[config.mk]
export PLATFORM = sky130hd
export DESIGN_NAME = sum_accumulator_flat
export DESIGN_NICKNAME = d
export VERILOG_FILES = /design/src/rtl/sum_acc_pkg.sv /design/src/rtl/sum_acc_if.sv /design/src/rtl/sum_acc_add.sv /design/src/rtl/sum_accumulator.sv /design/src/flat_wrapper.sv
export SDC_FILE = /design/constraint.sdc
export NUM_CORES = 1
export LEC_CHECK = 0
export BUFFER_PORTS_ARGS = -buffer_cell sky130_fd_sc_hd__buf_2
export CAP_MARGIN = 15
export CORE_UTILIZATION = 49
export CTS_CLUSTER_DIAMETER = 150
export DETAILED_ROUTE_END_ITERATION = 16
export PLACE_DENSITY = 0.77
export SYNTH_ARGS = -nofsm -noshare
export SYNTH_HDL_FRONTEND = slang
export SYNTH_SLANG_ARGS = --single-unit
[constraint.sdc]
create_clock -name clk -period 2.73 [get_ports clk]
set_clock_uncertainty 0.2 [all_clocks]
set_input_delay 0.1365 -clock clk [delete_from_list [all_inputs] [get_ports clk]]
set_output_delay 0.1365 -clock clk [all_outputs]
set_load 0.03 [all_outputs]
[src/rtl/sum_acc_pkg.sv]
// sum_acc_pkg: shared state encoding, default sizes and count-width helper for sum_accumulator.
package sum_acc_pkg;
  typedef enum logic {ACCUM = 1'b0, HOLD = 1'b1} state_t;
  localparam int DEF_SUM_W = 5;
  localparam int DEF_ACC_W = 8;
  localparam int DEF_COUNT = 4;
  function automatic int cnt_w(int count);
    return $clog2(count + 1);
  endfunction
endpackage

[src/rtl/sum_acc_if.sv]
// sum_acc_if: sample-in and window-result valid/ready handshakes of sum_accumulator.
interface sum_acc_if import sum_acc_pkg::*; #(
  parameter int SUM_W = DEF_SUM_W,
  parameter int ACC_W = DEF_ACC_W,
  parameter int COUNT = DEF_COUNT
);
  logic                     in_valid, in_ready, in_last;
  logic [SUM_W-1:0]         in_sum;
  logic                     out_valid, out_ready, out_ovf;
  logic [ACC_W-1:0]         out_total;
  logic [cnt_w(COUNT)-1:0]  out_count;
  modport master (output in_valid, in_sum, in_last, out_ready,
                  input  in_ready, out_valid, out_total, out_count, out_ovf);
  modport slave  (input  in_valid, in_sum, in_last, out_ready,
                  output in_ready, out_valid, out_total, out_count, out_ovf);
endinterface

[src/rtl/sum_acc_add.sv]
// sum_acc_add: accumulator adder with carry detect; SUM_ACC_SAT_EN clamps to max on carry instead of wrapping.
module sum_acc_add #(
  parameter int SUM_W = 5,
  parameter int ACC_W = 8
) (
  input  logic [ACC_W-1:0] i_acc,
  input  logic [SUM_W-1:0] i_sum,
  output logic [ACC_W-1:0] o_acc,
  output logic             o_carry
);
  logic [ACC_W:0] w_full;
  assign w_full  = {1'b0, i_acc} + (ACC_W + 1)'(i_sum);
  assign o_carry = w_full[ACC_W];
`ifdef SUM_ACC_SAT_EN
  assign o_acc = o_carry ? {ACC_W{1'b1}} : w_full[ACC_W-1:0];
`else
  assign o_acc = w_full[ACC_W-1:0];
`endif
endmodule

[src/rtl/sum_accumulator.sv]
// sum_accumulator: accumulates a window of COUNT samples (or up to in_last) and presents total/count/overflow.
// Optional saturation build: SUM_ACC_SAT_EN (see sum_acc_add).
module sum_accumulator import sum_acc_pkg::*; #(
  parameter int SUM_W = DEF_SUM_W,
  parameter int ACC_W = DEF_ACC_W,
  parameter int COUNT = DEF_COUNT
) (
  input  logic      clk,
  input  logic      rst_n,
  sum_acc_if.slave  bus
);
  localparam int CW = cnt_w(COUNT);
  state_t           r_state, w_state_nxt;
  logic [ACC_W-1:0] r_acc, w_acc_nxt;
  logic [CW-1:0]    r_cnt;
  logic             r_ovf, w_carry, w_accept, w_close, w_take;

  sum_acc_add #(.SUM_W(SUM_W), .ACC_W(ACC_W)) u_add (
    .i_acc   (r_acc),
    .i_sum   (bus.in_sum),
    .o_acc   (w_acc_nxt),
    .o_carry (w_carry)
  );

  always_comb begin
    w_accept    = bus.in_valid && r_state == ACCUM;
    w_close     = w_accept && (bus.in_last || r_cnt == CW'(COUNT - 1));
    w_take      = r_state == HOLD && bus.out_ready;
    w_state_nxt = w_close ? HOLD : w_take ? ACCUM : r_state;
  end

  always_ff @(posedge clk or negedge rst_n)
    if (!rst_n) begin
      r_state <= ACCUM;
      r_acc   <= '0;
      r_cnt   <= '0;
      r_ovf   <= 1'b0;
    end else begin
      r_state <= w_state_nxt;
      if (w_accept) begin
        r_acc <= w_acc_nxt;
        r_cnt <= r_cnt + 1'b1;
        r_ovf <= r_ovf | w_carry;
      end else if (w_take) begin
        r_acc <= '0;
        r_cnt <= '0;
        r_ovf <= 1'b0;
      end
    end

  assign bus.in_ready  = r_state == ACCUM;
  assign bus.out_valid = r_state == HOLD;
  assign bus.out_total = r_acc;
  assign bus.out_count = r_cnt;
  assign bus.out_ovf   = r_ovf;
endmodule
[src/flat_wrapper.sv]
// flat-port wrapper written by rule: the top's interface ports become plain ports
module sum_accumulator_flat import sum_acc_pkg::*;
#(
  parameter int SUM_W = DEF_SUM_W,
  parameter int ACC_W = DEF_ACC_W,
  parameter int COUNT = DEF_COUNT
)
  (clk, rst_n, bus_in_valid, bus_in_sum, bus_in_last, bus_out_ready, bus_in_ready, bus_out_valid, bus_out_total, bus_out_count, bus_out_ovf);
  sum_acc_if #(.SUM_W(SUM_W), .ACC_W(ACC_W), .COUNT(COUNT)) bus_i ();
  input  logic clk;
  input  logic rst_n;
  input wire logic [$bits(bus_i.in_valid)-1:0] bus_in_valid;
  input wire logic [$bits(bus_i.in_sum)-1:0] bus_in_sum;
  input wire logic [$bits(bus_i.in_last)-1:0] bus_in_last;
  input wire logic [$bits(bus_i.out_ready)-1:0] bus_out_ready;
  output wire logic [$bits(bus_i.in_ready)-1:0] bus_in_ready;
  output wire logic [$bits(bus_i.out_valid)-1:0] bus_out_valid;
  output wire logic [$bits(bus_i.out_total)-1:0] bus_out_total;
  output wire logic [$bits(bus_i.out_count)-1:0] bus_out_count;
  output wire logic [$bits(bus_i.out_ovf)-1:0] bus_out_ovf;
  assign bus_i.in_valid = bus_in_valid;
  assign bus_i.in_sum = bus_in_sum;
  assign bus_i.in_last = bus_in_last;
  assign bus_i.out_ready = bus_out_ready;
  assign bus_in_ready = bus_i.in_ready;
  assign bus_out_valid = bus_i.out_valid;
  assign bus_out_total = bus_i.out_total;
  assign bus_out_count = bus_i.out_count;
  assign bus_out_ovf = bus_i.out_ovf;
  sum_accumulator #(.SUM_W(SUM_W), .ACC_W(ACC_W), .COUNT(COUNT)) u_core (.clk(clk), .rst_n(rst_n), .bus(bus_i));
endmodule
==> run metrics, run 1 <==
Worst Path Max Fanout=4; GRT Total Usage=0.208; via count=718; Vias/cell=5.70; htree depth=1; register area share after synthesis=0.409; EDFF count, synth=0; DRT iter0 DRCs=21; final WL=1670 microns; DRC errors left=0; WHS=between 0.04 and 0.05 ns; register bit count reported by yosys=13; clock buffer depth=2; core area=between 0.0015 and 0.002 sq mm; # rows=14; synth-to-layout area growth=22.2%; commonest non-fill, non-tap cell in the layout=buf_2; maxcap violations=0; die height=42.3 microns; Synth cell types=23; Worst-Margin Slew=0.534 ns; die area=0.00179 sq mm; Worst Setup SP=u_core.bus.out_total[0]; GRT overflow=0; Worst setup SP type=flip-flop; Syn. warnings=0; TritonRoute pass-1 iters=4; cells on worst reg2reg path=6; fraction of the cycle the final worst path needs=0.808; VDD IR max=0.728 mV; final setup vio count=0; Worst EP arrival=2.18 ns; status=complete, no violations; largest net degree at the start of global routing=14; clock sink total=13; register area=325 sq um; R2R Path End=u_core.bus.out_ovf; clock transition at the registers of the reported paths=0.09 ns; Routed Antenna Nets=0; gpl congestion=a little over 0.8; cell area after layout=971 sq um; Crit Path Class=flip-flop to flip-flop; Inserted Clock Buffers=3; total power=between 1 and 1.5 mW; Final min period=2.21 ns; min-delay worst type=input port to flip-flop; fin nets=between 100 and 150; R2R Setup Slk=0.52 ns; FFs w/ async S/R, synth=1.00; root buf cell=clkbuf_4; Slew Viols, Final=0; Mapped Nets=100; Most used DFF post-synth=dfrtp_1; worst skew pair latency=0.28 ns; vias in the first global route=682; Post-CTS Resized=0; first-pass GRT wire length=2740 microns; Layout fillers=between 100 and 150; TNS Setup=0 ns; IO Pins=24; crit end category=flip-flop; Final Core Density=0.645; synthesized area=approximately 790 sq um; starting density of the core=0.527; Post-CTS Setup Inserts=0; power per cell area=1050 mW/mm^2; RSZ-0062 raised after global routing=no; worst setup path endpoint=u_core.bus.out_ovf; Worst Path Required=around 2.7 ns; Leak=just under 0.5 nW; Die Span X=~42 microns; Port Buf Inserts=23; CTS tree=yes; initial antenna violation count=0; r2r startpoint=u_core.bus.out_total[0]; Post-DP Area=915 sq um; Cells after Synth=82; mean post-synth cell area=9.69 sq um; commonest non-fill, non-tap cells in the layout=buf_2, o21ai_0, dfrtp_1; multi-input logic area=447 sq um; layout cells sized above 1=0.255; per-cell routed wire length=between 10 and 15 microns; worst rel slew slack=0.643; HPWL after DPL=between 1000 and 1500 microns; Max Fclk=453 MHz; Inserted Diodes=0; Fin. Hold Viols=0
[final cells by class]
type | instances | area share
clock buffers | 4 | 0.0271
repair buffers | 26 | 0.149
flip-flops and latches | 13 | 0.335
well taps | 16 | 0.0206
inverters | 2 | 0.00773
multi-input cells | 65 | 0.460
[synthesized netlist by cell type, types with 2 or more instances]
master,number,area share
inv_1,2,0.0095
buf_4,2,0.019
xnor2_1,2,0.022
ha_1,7,0.11
mux2i_1,7,0.088
o21ai_0,13,0.082
dfrtp_1,13,0.41
a21oi_1,4,0.025
nor2_1,7,0.033
nand2_1,12,0.057
[per-layer routing]
layer	GRT usage	wire length, microns	up-vias
li1	-	-	348
met1	0.235	718	342
met2	0.354	838	26
met3	0.0733	101	2
met4	0.0875	13	0
met5	0	0	-
[registers in the layout, summed over array words and instances (netlist names)]
name / flops
u_core.bus.out_valid: 1
u_core.bus.out_total: 8
u_core.bus.out_ovf: 1
u_core.bus.out_count: 3
[cells by family after synthesis]
| logic type | after synthesis | synth area share |
|---|---|---|
| AOI/OAI and AO/OA | 24 | 0.184 |
| xor gates and xnor gates | 2 | 0.0221 |
| adders and majority gates | 8 | 0.135 |
| buffers and inverters | 4 | 0.0283 |
| DFF | 13 | 0.409 |
| muxes | 7 | 0.0882 |
| and+or+nand+nor | 24 | 0.132 |
[worst min path at each step]
| stage | slack (ns) | end | startpoint | cells past startpoint |
|---|---|---|---|---|
| floorplan | -0.36 | u_core.bus.out_count[0] | rst_n | 0 |
| global placement | -0.15 | u_core.bus.out_count[2] | rst_n | 1 |
| detailed placement | -0.16 | u_core.bus.out_count[2] | rst_n | 1 |
| CTS | 0.04 | u_core.bus.out_valid | bus_in_valid | 3 |
| global route | 0.05 | u_core.bus.out_valid | bus_in_valid | 3 |
| finish | 0.04 | u_core.bus.out_valid | bus_in_valid | 3 |
[worst max-delay path: stages (launching register included)]
cell and delay (ns):
dfrtp_1 0.41, ha_1 0.24, fa_1 0.42, a211oi_2 0.29
nor2_1 0.09, o21a_1 0.20, a32o_1 0.27
[power by group]
group | switching, mW | internal [mW] | leakage (nW) | total (mW)
clock | 0.0677 | 0.0567 | 0.0150 | 0.124
combinational | 0.346 | 0.203 | 0.304 | 0.548
sequential | 0.0798 | 0.264 | 0.168 | 0.343
[per-stage QoR]
step,setup WS [ns],cells
after floorplan,0.510,82
after global placement,0.617,119
after detailed placement,0.524,119
after CTS,0.511,126
after global routing,0.417,126
final,0.523,126
[timing repair]
item	in CTS	in global routing
hold buffers	3	0
endpoints found under the setup margin	0	0
hold endpoints to repair	15	0
No activity file was read; power rests on OpenSTA's default activity.
==> inputs of run 2 (changes only) <==
--- a/config.mk
+++ b/config.mk
@@ -5,12 +5,13 @@
 export SDC_FILE = /design/constraint.sdc
 export NUM_CORES = 1
 export LEC_CHECK = 0
+export ABC_AREA = 1
 export BUFFER_PORTS_ARGS = -buffer_cell sky130_fd_sc_hd__buf_2
 export CAP_MARGIN = 15
-export CORE_UTILIZATION = 49
+export CORE_UTILIZATION = 45
 export CTS_CLUSTER_DIAMETER = 150
 export DETAILED_ROUTE_END_ITERATION = 16
-export PLACE_DENSITY = 0.77
+export PLACE_DENSITY = 0.74
 export SYNTH_ARGS = -nofsm -noshare
 export SYNTH_HDL_FRONTEND = slang
 export SYNTH_SLANG_ARGS = --single-unit
==> constraint.sdc (replaced) <==
create_clock -name clk -period 1.8 [get_ports clk]
set_clock_uncertainty 0.2 [all_clocks]
set_input_delay 0.09 -clock clk [delete_from_list [all_inputs] [get_ports clk]]
set_output_delay 0.09 -clock clk [all_outputs]
set_load 0.03 [all_outputs]
==> run 2 against run 1 <==
Compared with the run above: synthesized cell count is 33% higher; setup slack lost 0.45 ns; sequential cell count stayed put; first-iteration DRC count decreased by 52%; fmax grew 27%; clock-buffer cell count decreased by 1.
==> run metrics, run 2 <==
status=complete, no violations; Worst setup SP type=flip-flop; mean post-synth cell area=7.60 sq um; wl on met1=848 microns; Worst Setup SP=u_core.bus.out_total[0]; layout cells sized above 1=0.296; Pint=0.839 mW; EDFF count, synth=0; Final min period=1.73 ns; setup ws final=0.0689 ns; r2r startpoint=u_core.bus.out_total[0]; Leak=0.635 nW; Worst Path Max Fanout=3; Die Span X=~45 microns; synth cell count leaders=nand2_1, inv_1, dfrtp_1, nand3_1, nor2_1; sw frac=0.500; initial antenna violation count=0; Clk pwr share=0.113; starting density of the core=0.480; met2 wire length=937 microns; min-delay worst type=input port to asynchronous set/reset pin; htree depth=1; Inserted Clock Buffers=3; DRT iter0 DRCs=10; fraction of the cycle the final worst path needs=0.962; gpl congestion=0.777; IO Pins=24; Vias/cell=4.81; total power=1.68 mW; Syn. warnings=0; Inserted Diodes=0; via count=between 800 and 900; GRT Total Usage=0.213; Port Buf Inserts=23; largest net degree at the start of global routing=14; Critical Path Slowest Stage Cell=dfrtp_2; clock transition at the registers of the reported paths=0.09 ns; max FFs per register=8; Max Fclk=578 MHz; sequential share of power=0.299; TritonRoute pass-1 iters=4; final WL=1890 microns; commonest non-fill, non-tap cells in the layout=nand2_1, buf_2, inv_1; clock buffer depth=2; family with the most delay on the worst path=adder cells; crit end category=flip-flop; synthesized area=828 sq um; power per cell area=1540 mW/mm^2; Area contributors post-synth=dfrtp_1, nand2_1, ha_1; clock sink total=13; Most used DFF post-synth=dfrtp_1; register area share after synthesis=0.393; final setup vio count=0; Fin. Hold Viols=0; HPWL after DPL=between 1000 and 1500 microns; register area=327 sq um; most frequent cell after synthesis=nand2_1; combinational power share=0.588; Synth cell types=18; Slew Viols, Final=0; leading area contributor after synthesis=dfrtp_1; Mapped Nets=127; core area=0.00173 sq mm; Routed Antenna Nets=0; vias in the first global route=roughly 740; GRT overflow=0; Yosys top cell area share=0.393; fin nets=161; die area=0.00202 sq mm; Worst Path Required=1.79 ns; uppermost layer routed=met4; commonest non-fill, non-tap cell in the layout=nand2_1; P_sw=0.841 mW; worst rel slew slack=0.799; Cells after Synth=roughly 110; met3 WL=80 microns; Setup WS pre-CTS=-0.00995 ns; CP cell instances=ha_4 > fa_2 > nand2_2 > nand2_2 > nand3_2 > nand2_2 > nand2_1 > nand2_1 > nand2_1 > inv_1; per-cell routed wire length=about 11 microns; CTS tree=yes; WHS=0.0301 ns; largest stage delay on the critical path=roughly 0.43 ns; synth-to-layout area growth=31.9%; first-pass GRT wire length=between 3000 and 4000 microns; Layout fillers=168; worst skew pair latency=0.28 ns; # rows=15; Worst EP arrival=between 1.5 and 2 ns; root buf cell=clkbuf_4; Worst-Margin Slew=0.301 ns; Crit Path Class=flip-flop to flip-flop; DRC errors left=0; die height=44.9 microns; register bit count reported by yosys=13; FFs w/ async S/R, synth=1.00; multi-input logic area=approximately 450 sq um; Buf/Inv on CP=1; VDD IR max=~1.1 mV; maxcap violations=0
==> run 2: cell types whose count changed after synthesis, sizes merged, moves of 7 or more <==
cell and delta:
nand2 +26, inv +16, nand3 +10, mux2i -7, o21ai -7
==> run 2: power by group through the flow <==
stage | Combinational (mW) | Sequential [mW] | Clock [mW]
2_1_floorplan | 0.464 | 0.706 | 0
3_3_place_gp | 0.871 | 0.498 | 0
3_5_place_dp | 0.904 | 0.507 | 0
4_1_cts | 0.919 | 0.502 | 0.194
5_1_grt | 1.10 | 0.522 | 0.204
6_report | 0.987 | 0.503 | 0.190
==> run 2: area by class of cell <==
class	count	area share
Clock buffer	3	0.0206
Sequential cell	13	0.299
Clock inverter	1	0.00458
Inverter	18	0.0641
Timing Repair Buffer	30	0.167
Tap cell	25	0.0286
Multi-Input combinational cell	77	0.416
==> run 2: layer usage <==
metal / GRT usage / vias up
met5: 0 / -
met4: 0.127 / 0
met3: 0.0240 / 4
met2: 0.353 / 26
met1: 0.269 / 361
li1: - / 412
==> run 2: kinds of logic after synthesis <==
group,count (synthesis),share of synthesized area
compound gates,12,0.0891
fa+ha+maj,8,0.130
buf+inv,19,0.0982
flops,13,0.393
simple gates,57,0.290
==> run 2: stage by stage <==
step                       util  TNS (ns)  cells  instance area [sq um]
after global placement    0.560         0    156                    967
after detailed placement  0.560  -0.00995    156                    967
after global routing      0.633   -0.0142    167                   1090
final                     0.633         0    167                   1090
after CTS                 0.607         0    165                   1050
after floorplan               -         0    109                    832
==> run 2: path summary, 6_finish.rpt <==
path,endpoint,depth (start not counted),slack [ns]
worst max register to register,u_core.bus.out_total[6],10,0.07
worst min-delay path,u_core.bus.out_total[1],2,0.03
worst min register to register,u_core.bus.out_count[0],1,0.31
worst max-delay path,u_core.bus.out_total[6],10,0.07
min in group clk,u_core.bus.out_total[1],3,0.05
max in group asynchronous,u_core.bus.out_total[0],2,1.12
==> run 2: worst reg2reg max path: cells and delay by family, from the launching register on <==
kind / cells / cell delay [ns]
fa+ha+maj: 2 / 0.55
flops: 1 / 0.43
simple gates: 7 / 0.41
buf+inv: 1 / 0.03
==> run 2: timing repair <==
action	CTS	global route
setup buffers	0	3
cloned	0	0
endpoints found under the setup margin	1	3
hold buffers	5	0
hold endpoints to repair	19	0
pin swaps	0	3
gates resized for setup	1	6
==> inputs of run 3 (changes only) <==
--- a/config.mk
+++ b/config.mk
@@ -8,10 +8,10 @@
 export ABC_AREA = 1
 export BUFFER_PORTS_ARGS = -buffer_cell sky130_fd_sc_hd__buf_2
 export CAP_MARGIN = 15
-export CORE_UTILIZATION = 45
+export CORE_UTILIZATION = 44
 export CTS_CLUSTER_DIAMETER = 150
 export DETAILED_ROUTE_END_ITERATION = 16
-export PLACE_DENSITY = 0.74
+export PLACE_DENSITY = 0.72
 export SYNTH_ARGS = -nofsm -noshare
 export SYNTH_HDL_FRONTEND = slang
 export SYNTH_SLANG_ARGS = --single-unit
==> run 3 against run 2 <==
Compared with the run above: the run now ends with negative setup slack left; final cell count unchanged; hold slack worse by 0.013 ns; clock power about the same; sequential share of layout area up 0.10 points; critical path depth up 2; total power shrank 0.10%.
==> run metrics, run 3 (synthesized netlist as in run 2, its figures left out) <==
synth-to-layout area growth=31.4%; DRT iter0 DRCs=16; Worst Path Required=1.78 ns; maxcap violations=0; GRT overflow=0; largest net degree at the start of global routing=14; Inserted Diodes=0; layout cells sized above 1=0.282; P_sw=between 0.8 and 0.9 mW; clock sink total=13; RSZ-0062 raised after global routing=yes; Leak=around 0.63 nW; register area=327 sq um; gpl congestion=0.811; IO Pins=24; Clk pwr share=0.112; root buf cell=clkbuf_4; Port Buf Inserts=23; WHS=0.0170 ns; initial antenna violation count=0; via count=826; multi-input logic area=454 sq um; die height=45.4 microns; worst skew pair latency=0.29 ns; Worst Path Max Fanout=3; Routed Antenna Nets=0; Pint=0.836 mW; Layout fillers=162; Slew Viols, Final=0; GRT Total Usage=0.202; die area=around 0.002 sq mm; Worst setup SP type=input port; status=finished with violations; power per cell area=approximately 1500 mW/mm^2; starting density of the core=0.475; Crit Path Class=input port to flip-flop; min-delay worst type=input port to asynchronous set/reset pin; Worst EP arrival=about 1.8 ns; Fin. Hold Viols=0; R2R Path End=u_core.bus.out_total[6]; cells on worst reg2reg path=10; fin nets=161; combinational power share=0.585; fraction of the cycle the final worst path needs=1.00; first-pass GRT wire length=2880 microns; Setup WS pre-CTS=0.00983 ns; commonest non-fill, non-tap cell in the layout=nand2_1; violated checks=negative setup slack; worst rel slew slack=0.794; HPWL after DPL=1310 microns; final setup vio count=1; Final min period=1.81 ns; max FFs per register=8; clock buffer depth=2; VDD IR max=approximately 0.88 mV; vias in the first global route=698; sw frac=0.502; Vias/cell=4.95; Worst-Margin Slew=0.309 ns; crit end category=flip-flop; Die Span X=between 40 and 50 microns; TritonRoute pass-1 iters=4; R2R Setup Slk=0.01 ns; r2r startpoint=u_core.bus.out_total[0]; per-cell routed wire length=11.8 microns; CTS tree=yes; Inserted Clock Buffers=3; commonest non-fill, non-tap cells in the layout=nand2_1, buf_2, inv_1; core area=about 0.0017 sq mm; final WL=1970 microns; Worst Setup SP=bus_in_sum[0]; DRC errors left=0; htree depth=1; setup ws final=-0.00784 ns; sequential share of power=0.303; # rows=15; clock transition at the registers of the reported paths=0.09 ns; Max Fclk=553 MHz
## run 3: cell types whose count changed in the layout (fill, tap and decap cells not counted), sizes merged
cell | before | now
clkinv | 1 | 0
clkbuf | 3 | 4
## run 3: layout make-up
cell class                 instances  area share
multi-input combinational         77       0.417
sequential                        13       0.300
timing repair buffer              30       0.166
inverter                          18      0.0644
tap                               25      0.0287
clock buffer                       4      0.0241
## run 3: worst max-delay path by stage
stage,slack (ns),endpoint,cells after the start
finish,-0.008,u_core.bus.out_total[6],12
global route,-0.04,u_core.bus.out_total[6],10
CTS,0.04,u_core.bus.out_total[6],12
detailed placement,0.01,u_core.bus.out_total[6],10
global placement,0.04,u_core.bus.out_total[6],10
floorplan,0.004,u_core.bus.out_total[6],10
## run 3: metrics by stage
step	util	setup TNS (ns)	power (mW)	instance area [sq um]	instances
3_3_place_gp	0.554	0	1.37	967	156
5_1_grt	0.624	-0.0760	1.84	1090	167
6_report	0.624	-0.00784	1.68	1090	167
2_1_floorplan	-	0	1.17	832	109
3_5_place_dp	0.554	0	1.40	967	156
4_1_cts	0.599	0	1.60	1050	165
## run 3: per-layer routing
metal / vias to the layer above / track usage / share of wire
met3: 5 / 0.0476 / 0.039
li1: 409 / - / -
met2: 25 / 0.326 / 0.50
met5: - / 0 / 0
met1: 387 / 0.246 / 0.44
met4: 0 / 0.109 / 0.018
## run 3: what timing repair did
action	4_1_cts	5_1_grt
hold buffers	5	0
setup buffers	0	2
setup endpoints to repair	1	3
endpoints found under the hold margin	18	0
pin swaps	0	2
resized for setup	1	5
## run 3: worst max-delay path: stages
cell and delay [ns]:
dlygate4sd3_1 0.53, buf_2 0.14, ha_4 0.16, fa_2 0.40, nand2_2 0.09, nand2_1 0.06, nand3_1 0.06, nand2_1 0.06
nand2_1 0.06, nand2_1 0.05, nand2_1 0.05, inv_1 0.03
## run 3: power by group through the flow
stage	sequential, mW	clock, mW	combinational (mW)
after floorplan	0.706	0	0.464
after global placement	0.498	0	0.873
after detailed placement	0.506	0	0.894
after CTS	0.502	0.191	0.909
after global routing	0.528	0.211	1.10
final	0.508	0.188	0.982
